[src/rtl/risc_pkg.sv]
// Shared definitions for the parametrised multicycle RISC core:
// opcodes, FSM state encoding, IR field positions, status bit indices.
package risc_pkg;

  typedef enum logic [2:0] {
    ST_FETCH  = 3'd0,
    ST_DECODE = 3'd1,
    ST_EXEC   = 3'd2,
    ST_MEM    = 3'd3,
    ST_HALT   = 3'd4
  } state_t;

  typedef enum logic [3:0] {
    OP_NOP = 4'h0,
    OP_ADD = 4'h1,
    OP_SUB = 4'h2,
    OP_AND = 4'h3,
    OP_OR  = 4'h4,
    OP_XOR = 4'h5,
    OP_SHL = 4'h6,
    OP_SHR = 4'h7,
    OP_LDI = 4'h8,
    OP_LD  = 4'h9,
    OP_ST  = 4'hA,
    OP_JMP = 4'hB,
    OP_JZ  = 4'hC,
    OP_JC  = 4'hD,
    OP_JN  = 4'hE,
    OP_HLT = 4'hF
  } op_t;

  localparam int OP_MSB   = 15;
  localparam int OP_LSB   = 12;
  localparam int W_MSB    = 11;
  localparam int W_LSB    = 9;
  localparam int R_MSB    = 8;
  localparam int R_LSB    = 6;
  localparam int S_MSB    = 5;
  localparam int S_LSB    = 3;
  localparam int IMM_MSB  = 8;
  localparam int OFS_MSB  = 11;

  localparam int SB_BUS_ERR = 7;
  localparam int SB_HALTED  = 6;
  localparam int SB_C       = 2;
  localparam int SB_Z       = 1;
  localparam int SB_N       = 0;

  function automatic logic is_alu(input logic [3:0] op);
    return (op >= OP_ADD) && (op <= OP_SHR);
  endfunction

endpackage

[src/rtl/risc_alu.sv]
// Combinational ALU: add/sub/logic/shift with N, Z, C flags.
// Non-ALU opcodes produce zero with C cleared.
module risc_alu
  import risc_pkg::*;
#(
  parameter int DATA_W = 16
) (
  input  logic [3:0]        op,
  input  logic [DATA_W-1:0] a,
  input  logic [DATA_W-1:0] b,
  output logic [DATA_W-1:0] result,
  output logic              n,
  output logic              z,
  output logic              c
);

  logic [DATA_W:0] sum;

  // Result and carry/borrow per opcode
  always_comb begin
    sum    = '0;
    result = '0;
    c      = 1'b0;
    case (op)
      OP_ADD: begin
        sum    = {1'b0, a} + {1'b0, b};
        result = sum[DATA_W-1:0];
        c      = sum[DATA_W];
      end
      OP_SUB: begin
        sum    = {1'b0, a} - {1'b0, b};
        result = sum[DATA_W-1:0];
        c      = sum[DATA_W];
      end
      OP_AND: result = a & b;
      OP_OR:  result = a | b;
      OP_XOR: result = a ^ b;
      OP_SHL: begin
        result = {a[DATA_W-2:0], 1'b0};
        c      = a[DATA_W-1];
      end
      OP_SHR: begin
        result = {1'b0, a[DATA_W-1:1]};
        c      = a[0];
      end
      default: ;
    endcase
  end

  assign n = result[DATA_W-1];
  assign z = (result == '0);

endmodule

[src/rtl/risc_core_param.sv]
// Multicycle RISC core with req/ack memory port and halt.
// Define BUS_TIMEOUT_EN to add the bus wait timeout (sticky bus_err).
module risc_core_param
  import risc_pkg::*;
#(
  parameter int DATA_W      = 16,
  parameter int ADDR_W      = 16,
  parameter int REG_ADR_W   = 3,
  parameter int TIMEOUT_CYC = 15
) (
  input  logic              clk,
  input  logic              reset,
  input  logic [DATA_W-1:0] d_in,
  input  logic              mem_ack,
  output logic              mem_req,
  output logic              mem_we,
  output logic [ADDR_W-1:0] address,
  output logic [DATA_W-1:0] d_out,
  output logic [7:0]        status,
  output logic              halted
);

  localparam int NREG = 1 << REG_ADR_W;

  state_t              state;
  logic [ADDR_W-1:0]   pc;
  logic [15:0]         ir;
  logic [DATA_W-1:0]   regs [NREG];
  logic [DATA_W-1:0]   a_q;
  logic [DATA_W-1:0]   b_q;
  logic                flag_n;
  logic                flag_z;
  logic                flag_c;
  logic                bus_err_q;

  logic [3:0]           op;
  logic [REG_ADR_W-1:0] w_a;
  logic [REG_ADR_W-1:0] r_a;
  logic [REG_ADR_W-1:0] s_a;
  logic [DATA_W-1:0]    imm;
  logic [ADDR_W-1:0]    ofs;
  logic [ADDR_W-1:0]    pc_next;

  logic [DATA_W-1:0] alu_res;
  logic              alu_n;
  logic              alu_z;
  logic              alu_c;
  logic              timeout;

  assign op  = ir[OP_MSB:OP_LSB];
  assign w_a = ir[W_MSB:W_LSB];
  assign r_a = ir[R_MSB:R_LSB];
  assign s_a = ir[S_MSB:S_LSB];
  assign imm = {{(DATA_W-9){ir[IMM_MSB]}}, ir[IMM_MSB:0]};
  assign ofs = {{(ADDR_W-12){ir[OFS_MSB]}}, ir[OFS_MSB:0]};

  risc_alu #(.DATA_W(DATA_W)) u_alu (
    .op     (op),
    .a      (a_q),
    .b      (b_q),
    .result (alu_res),
    .n      (alu_n),
    .z      (alu_z),
    .c      (alu_c)
  );

`ifdef BUS_TIMEOUT_EN
  localparam int CNT_W = $clog2(TIMEOUT_CYC + 1);
  logic [CNT_W-1:0] wait_cnt;

  assign timeout = mem_req && !mem_ack &&
                   (wait_cnt == CNT_W'(TIMEOUT_CYC - 1));

  // Count consecutive unacknowledged request cycles
  always_ff @(posedge clk) begin
    if (reset)
      wait_cnt <= '0;
    else if (mem_req && !mem_ack)
      wait_cnt <= wait_cnt + CNT_W'(1);
    else
      wait_cnt <= '0;
  end
`else
  // No timeout in this build: a negative limit is never meaningful
  assign timeout = (TIMEOUT_CYC < 0);
`endif

  // Branch target; pc already points past the branch
  always_comb begin
    pc_next = pc;
    unique case (1'b1)
      op == OP_JMP:
        pc_next = a_q[ADDR_W-1:0];
      (op == OP_JZ && flag_z) ||
      (op == OP_JC && flag_c) ||
      (op == OP_JN && flag_n):
        pc_next = pc + ofs;
      default: ;
    endcase
  end

  // Main FSM with registered memory port and architectural state
  always_ff @(posedge clk) begin
    if (reset) begin
      state     <= ST_FETCH;
      pc        <= '0;
      ir        <= '0;
      a_q       <= '0;
      b_q       <= '0;
      flag_n    <= 1'b0;
      flag_z    <= 1'b0;
      flag_c    <= 1'b0;
      bus_err_q <= 1'b0;
      mem_req   <= 1'b0;
      mem_we    <= 1'b0;
      address   <= '0;
      d_out     <= '0;
      halted    <= 1'b0;
      for (int i = 0; i < NREG; i++)
        regs[i] <= '0;
    end else begin
      unique case (state)
        ST_FETCH: begin
          if (timeout) begin
            mem_req   <= 1'b0;
            bus_err_q <= 1'b1;
            halted    <= 1'b1;
            state     <= ST_HALT;
          end else if (!mem_req) begin
            mem_req <= 1'b1;
            mem_we  <= 1'b0;
            address <= pc;
          end else if (mem_ack) begin
            ir      <= d_in[15:0];
            pc      <= pc + ADDR_W'(1);
            mem_req <= 1'b0;
            state   <= ST_DECODE;
          end
        end
        ST_DECODE: begin
          a_q <= regs[r_a];
          b_q <= regs[s_a];
          unique case (1'b1)
            op == OP_LD || op == OP_ST: begin
              mem_req <= 1'b1;
              mem_we  <= (op == OP_ST);
              address <= regs[r_a][ADDR_W-1:0];
              d_out   <= regs[w_a];
              state   <= ST_MEM;
            end
            op == OP_HLT: begin
              halted <= 1'b1;
              state  <= ST_HALT;
            end
            default: state <= ST_EXEC;
          endcase
        end
        ST_EXEC: begin
          if (is_alu(op)) begin
            regs[w_a] <= alu_res;
            flag_n    <= alu_n;
            flag_z    <= alu_z;
            flag_c    <= alu_c;
          end else if (op == OP_LDI) begin
            regs[w_a] <= imm;
          end
          pc      <= pc_next;
          mem_req <= 1'b1;
          mem_we  <= 1'b0;
          address <= pc_next;
          state   <= ST_FETCH;
        end
        ST_MEM: begin
          if (timeout) begin
            mem_req   <= 1'b0;
            mem_we    <= 1'b0;
            bus_err_q <= 1'b1;
            halted    <= 1'b1;
            state     <= ST_HALT;
          end else if (mem_ack) begin
            if (!mem_we)
              regs[w_a] <= d_in;
            mem_req <= 1'b1;
            mem_we  <= 1'b0;
            address <= pc;
            state   <= ST_FETCH;
          end
        end
        ST_HALT: begin
          mem_req <= 1'b0;
          mem_we  <= 1'b0;
          halted  <= 1'b1;
        end
        default: state <= ST_FETCH;
      endcase
    end
  end

  assign status = {bus_err_q, halted, state,
                   flag_c, flag_z, flag_n};

endmodule

[config.mk]
export PLATFORM = sky130hd
export DESIGN_NAME = risc_core_param
export DESIGN_NICKNAME = d
export VERILOG_FILES = /design/src/rtl/risc_pkg.sv /design/src/rtl/risc_alu.sv /design/src/rtl/risc_core_param.sv
export SDC_FILE = /design/constraint.sdc
export NUM_CORES = 1
export LEC_CHECK = 0
export CORE_ASPECT_RATIO = 0.75
export CORE_MARGIN = 3
export CORE_UTILIZATION = 55
export CTS_BUF_LIST = sky130_fd_sc_hd__clkbuf_4 sky130_fd_sc_hd__clkbuf_8
export CTS_CLUSTER_DIAMETER = 200
export CTS_CLUSTER_SIZE = 30
export DETAILED_ROUTE_END_ITERATION = 16
export HOLD_SLACK_MARGIN = 0.08
export PLACE_DENSITY = 0.71
export SLEW_MARGIN = 20
export SYNTH_ARGS = -nofsm -noshare
export SYNTH_HDL_FRONTEND = slang
export SYNTH_SLANG_ARGS = --single-unit
[constraint.sdc]
create_clock -name clk -period 8.3 [get_ports clk]
set_input_delay 1.66 -clock clk [delete_from_list [all_inputs] [get_ports clk]]
set_output_delay 1.66 -clock clk [all_outputs]
set_load 0.03 [all_outputs]
==> impl_metrics.ini, run 1 <==
[setup_path]
worst-path-buf-inv = 2
cp_max_fo = 22
endpoint_kind = flip-flop
cp.required_ns = 8.49
cp_top_family = simple AND/OR/NAND/NOR gates
cp.depth = 9
r2r_slack_ns = 3.95
cpMaxStageDelayCell = nand2b_1
cp_slowest_stage_delay_ns = 0.79
rr_worst_depth = 12
reg2reg_from = a_q[0]$_SDFFE_PP0P_
rr_endpoint = regs[7][14]$_SDFFCE_PN0P_
startpoint_type = input port
critPathKind = input port to flip-flop
path_common_cell = nand2_1
arrival_ns = 5.44
cp_cell_sequence = clkdlybuf4s50_1, nand2_1, nor2_1, nand3_1, inv_1, nor3_1, nor2b_1, nand2_1, nand2b_1

[clock_tree]
post_cts_buffers = 0
cts_resized = 0
cts_hold_buffers = 0
clock_latency_ns = 0.55
cts_tree = done
cts_max_level = 1
clk_pin_slew_ns = 0.19
root_buffer = clkbuf_8
clock_path_buffers = 3
clock_sinks = 236
numCtsBuffers = 11

[synthesis]
yosysWarnings = 0
netlist_area_um2 = 15700
ys_seq_elements = 236
synth-edff-count = 128
seq_area_frac_synth_pct = 38.25
syn-num-nets = 1690
synth_ff_type = edfxtp_1
synth.avg_cell_area_um2 = 9.819
synthTopCellsByArea = edfxtp_1, mux4_2, dfxtp_1
synth_top_area_cell = edfxtp_1
synthCells = 1599
synth_cell_types = 85
async_reset_ff_share_pct = 0
yosysTopAreaCellShare_pct = 24.48

[placement]
placed_area_um2 = 16470
dp_hpwl_mm = 39.53
gp_congestion = 1.023
io_buffers = 60
dp.cells = 1943

[final_layout]
antennaDiodeCount = 0
mostFrequentLayoutCell = nor2_1
final_cell_area_um2 = 16710
drive_gt1_share_pct = 11.38
nFillCells = 2383
final_nets = 1669
finalNonFillerCells = 1960
area_growth_pct = 6.455
final_cell_mix = nor2_1, nand2_1, edfxtp_1, a21oi_1, dfxtp_1

[floorplanning]
io_pins = 62
die_w_um = 201.1
dieArea_um2 = 30630
rows = 52
core_area_um2 = 27520
start_util_pct = 57.05
die_h_um = 152.3

[run_status]
status = completed

[detailed_routing]
wire_per_inst_um = 26.96
vias_per_cell = 6.802
vias = 13330
ant_nets = 0
drt-total-wl_mm = 52.83
drt_iter0_drc = 2122
dr.pass1.iters = 9
remaining_drc_errors = 0

[sta]
worst_pin_slew_ns = 1.176
fin_crit_ns = 5.250
fmax_mhz = 190.5
slew_headroom_pct = 21.07
tns_ns = 0
drv_slew = 0
rsz0062_at_grt = no
hold_violations = 0
fin_skew_ns = 0.02905
period_share_pct = 63.26
setup_viol = 0

[power]
power.density_nw_per_um2 = 141.9
vdd_drop_max_mv = 0.1037
cellLeakagePower_uw = 0.005612

[job]
drv_cap = 0

[min_path]
holdPathEnd = ir[11]$_SDFFE_PP0P_
hold_depth = 2
hp-start = ir[11]$_SDFFE_PP0P_
hold_path.class = flip-flop to flip-flop

[global_routing]
grt_max_degree = 79
overflow = 0
track_usage_pct = 33.56
antenna_found_initial = 3
grt_pass1_vias = 11890
grt_pass1_wl_mm = 77.97
## worst register-to-register path, stage by stage, from the launching register on
cell      delay [ns]
dfxtp_1         0.53
ha_1            0.29
inv_1           0.08
fa_1            0.42
nand2b_1        0.21
a211oi_1        0.45
o21ai_1         0.30
o31ai_2         0.57
o221ai_1        0.22
a22oi_1         0.21
nand3_1         0.16
o22ai_2         0.55
nor2_1          0.10
## cell families after synthesis
family	synth area share, %
DFF	38.25
buffers and inverters	4.462
other	0.02388
and+or+nand+nor	15.95
adders and majority gates	5.881
AOI/OAI and AO/OA	15.77
xor gates and xnor gates	1.506
muxes	18.15
## how the worst max path moves through the flow
stage,startpoint,end,slack [ns]
after detailed placement,mem_ack,regs[7][7]$_SDFFCE_PN0P_,2.68
after floorplan,reset,regs[7][0]$_SDFFCE_PN0P_,4.71
after global routing,mem_ack,regs[7][13]$_SDFFCE_PN0P_,2.75
after global placement,mem_ack,regs[5][10]$_SDFFCE_PN0P_,2.75
after CTS,mem_ack,regs[7][7]$_SDFFCE_PN0P_,3.22
final,mem_ack,regs[5][7]$_SDFFCE_PN0P_,3.05
## cells in the mapped netlist, types with 37 or more instances
cell type  count
inv_1         52
o21ai_0       37
ha_1          69
mux2i_1       55
nand2_1      135
dfxtp_1      108
edfxtp_1     128
clkbuf_1      78
mux4_2        99
a21oi_1      110
a211oi_1      46
nor2_1       283
## routing by layer
| layer | GRT usage [%] | part of all wire [%] | wire length, µm |
|---|---|---|---|
| met1 | 50.57 | 40 | 21240 |
| met4 | 6.620 | 2.5 | 1344 |
| met5 | 1.087 | 0.12 | 65 |
| met2 | 45.43 | 39 | 20830 |
| met3 | 13.60 | 18 | 9351 |
## power breakdown
part / switching, µW / leakage, µW / internal (µW) / total [µW]
combinational: 312 / 0.00330 / 183 / 495
sequential: 62.8 / 0.00220 / 1270 / 1330
clock: 363 / 0.000116 / 179 / 542
## cell type report
class / count / area, µm² / area share, %
clock inverters: 1 / 30.03 / 0.1797
clock buffers: 16 / 188.9 / 1.130
flip-flops and latches: 236 / 6010 / 35.95
well taps: 378 / 473.0 / 2.830
repair buffers: 82 / 763.2 / 4.566
multi-input cells: 1193 / 9047 / 54.13
inverters: 54 / 202.7 / 1.213
## sequential cells by signal, indices dropped and copies added (netlist names), 3 cells and up, named ones only
register / flops
regs: 128
a_q: 16
address: 16
b_q: 16
d_out: 16
ir: 16
pc: 16
state: 3
## through the flow
stage / setup WS [ns] / util (%) / hold WS (ns) / total power [µW]
6_report: 3.050 / 60.73 / 0.4713 / 2372
5_1_grt: 2.746 / 60.73 / 0.5250 / 2435
4_1_cts: 3.222 / 60.64 / 0.4692 / 2344
3_5_place_dp: 2.678 / 59.85 / 0.4474 / 1835
3_3_place_gp: 2.755 / 59.82 / 0.4460 / 1828
2_1_floorplan: 4.712 / - / 0.4496 / 1653
(Power assumes the default switching activity.)
==> inputs of run 2 (changes only) <==
--- a/config.mk
+++ b/config.mk
@@ -13,7 +13,7 @@
 export CTS_CLUSTER_SIZE = 30
 export DETAILED_ROUTE_END_ITERATION = 16
 export HOLD_SLACK_MARGIN = 0.08
-export PLACE_DENSITY = 0.71
+export PLACE_DENSITY = 0.74
 export SLEW_MARGIN = 20
 export SYNTH_ARGS = -nofsm -noshare
 export SYNTH_HDL_FRONTEND = slang
==> constraint.sdc (replaced) <==
create_clock -name clk -period 4.7 [get_ports clk]
set_input_delay 0.94 -clock clk [delete_from_list [all_inputs] [get_ports clk]]
set_output_delay 0.94 -clock clk [all_outputs]
set_load 0.03 [all_outputs]
==> run 2 against run 1 <==
Net effect: clock power up 77%; total power rose by 75%; routed wire length fell by 3.6%; non-clock buffer count increased by 31; critical path depth up 2; final area rose by 1.3%; worst hold slack improved by 0.0029 ns; largest power group unchanged; first-iteration DRC count is 6.5% lower; sequential share of layout area shrank 0.45 points; final cell count rose by 1.6%.
==> impl_metrics.ini, run 2 (same netlist as run 1, synthesis figures left out) <==
[run_status]
status = completed

[final_layout]
area_growth_pct = 7.809
largest_register = regs
drive_gt1_share_pct = 12.77
mostFrequentLayoutCell = nor2_1
final_util_pct = 61.51
final_cell_mix = nor2_1, nand2_1, edfxtp_1, a21oi_1, dfxtp_1
final_nets = 1700
largest_reg_flops = 128

[global_routing]
grt_pass1_wl_mm = 77.31
met1_usage_pct = 46.35
antenna_found_initial = 0
grt-busiest-layer = met1
grt_pass1_vias = 12610
overflow = 0
grt_util_met3_pct = 11.94
track_usage_pct = 32.37
grt_max_degree = 61
met2_usage_pct = 45.75

[clock_tree]
cts_max_level = 1
root_buffer = clkbuf_8
clk_pin_slew_ns = 0.21
clock_path_buffers = 3
cts_resized = 0
clock_latency_ns = 0.58
numCtsBuffers = 11
post_cts_buffers = 0
cts_hold_buffers = 0
clock_sinks = 236
cts_tree = done

[detailed_routing]
dr.pass1.iters = 5
vias = 13610
wire_per_inst_um = 25.57
ant_nets = 0
remaining_drc_errors = 0
drt_iter0_drc = 1984
drt-total-wl_mm = 50.94
vias_per_cell = 6.831

[setup_path]
cp_max_fo = 14
worst-path-buf-inv = 1
cpMaxStageDelayCell = nor4_2
critPathKind = flip-flop to flip-flop
cp.required_ns = 5.24
cp_slowest_stage_delay_ns = 0.77
cp_cell_sequence = inv_1, ha_1, nor2_1, nand2_1, a211oi_1, o41ai_1, nor4b_1, nor4_2, nand4_1, nor4_1, a21o_1
endpoint_kind = flip-flop
startpoint_type = flip-flop
cp_top_family = simple AND/OR/NAND/NOR gates
arrival_ns = 4.86

[sta]
hold_violations = 0
setup_viol = 0
fmax_mhz = 231.4
slew_headroom_pct = 30.32
tns_ns = 0
rsz0062_at_grt = no
fin_crit_ns = 4.322
drv_slew = 0
fin_skew_ns = 0.05237
worst_pin_slew_ns = 1.045
period_share_pct = 91.96

[power]
p_total_uw = 4158
p_comb_share_pct = 20.9
p_sw_uw = 1267
vdd_drop_max_mv = 0.2432
clkPwrFrac_pct = 23.1
pwr-share-seq_pct = 56.0
switching_share_pct = 30.47
cellLeakagePower_uw = 0.005772
p_int_uw = 2891
power.density_nw_per_um2 = 245.6

[floorplanning]
die_h_um = 152.3
dieArea_um2 = 30630
rows = 52
start_util_pct = 57.05
die_w_um = 201.1
io_pins = 62
core_area_um2 = 27520

[min_path]
hold_path.class = flip-flop to flip-flop

[placement]
dp_hpwl_mm = 36.59
gp_congestion = 1.036
io_buffers = 60

[job]
drv_cap = 0
## run 2: cell count changes in the layout (fill, tap and decap cells not counted), sizes merged
cell / delta
buf: +31
diode: +1
## run 2: through the flow
step / cells / area, µm² / worst slack, ns / hold WS [ns]
finish: 1992 / 16930 / 0.3780 / 0.4741
global route: 1991 / 16930 / 0.3917 / 0.5022
CTS: 1991 / 16920 / 0.3857 / 0.4750
detailed placement: 1974 / 16700 / 0.4076 / 0.4541
global placement: 1974 / 16700 / 0.5078 / 0.4423
floorplan: 1599 / 15700 / 1.765 / 0.4496
## run 2: power by group through the flow
stage / clock network (µW) / registers (µW) / logic (µW)
finish: 961 / 2330 / 870
global route: 1030 / 2340 / 925
CTS: 955 / 2320 / 848
detailed placement: 0 / 2370 / 844
global placement: 0 / 2360 / 829
floorplan: 0 / 2360 / 557
## run 2: worst register-to-register path: cells and delay by family, from the launching register on
kind                     cells  cell delay (ns)
AND/OR/NAND/NOR              6             2.06
AO/OA/AOI/OAI                3             0.97
flip-flops                   1             0.61
adder cells (fa/ha/maj)      1             0.53
buffers and inverters        1             0.16
## run 2: worst paths after layout
| path | start | slack (ns) | depth (start not counted) | endpoint |
|---|---|---|---|---|
| max | a_q[9]$_SDFFE_PP0P_ | 0.38 | 11 | flag_z$_SDFFE_PP0P_ |
| min | ir[11]$_SDFFE_PP0P_ | 0.47 | 2 | ir[11]$_SDFFE_PP0P_ |
| max reg2reg | a_q[9]$_SDFFE_PP0P_ | 0.38 | 11 | flag_z$_SDFFE_PP0P_ |
| min reg2reg | ir[11]$_SDFFE_PP0P_ | 0.47 | 2 | ir[11]$_SDFFE_PP0P_ |
## run 2: area by class of cell
| type | count | area, µm² |
|---|---|---|
| Antenna cell | 1 | 2.502 |
| Clock buffer | 16 | 188.9 |
| Clock inverter | 1 | 30.03 |
| Fill cell | 2285 | 10590 |
| Inverter | 54 | 202.7 |
| Multi-Input combinational cell | 1193 | 9025 |
| Sequential cell | 236 | 6010 |
| Tap cell | 378 | 473.0 |
| Timing Repair Buffer | 113 | 996.0 |
## run 2: per-layer routing
layer  share of wire (%)  up-vias
li1                    -     5939
met1                  39     6473
met2                  41     1062
met3                  16      134
met4                 3.7        0
met5                   0        -
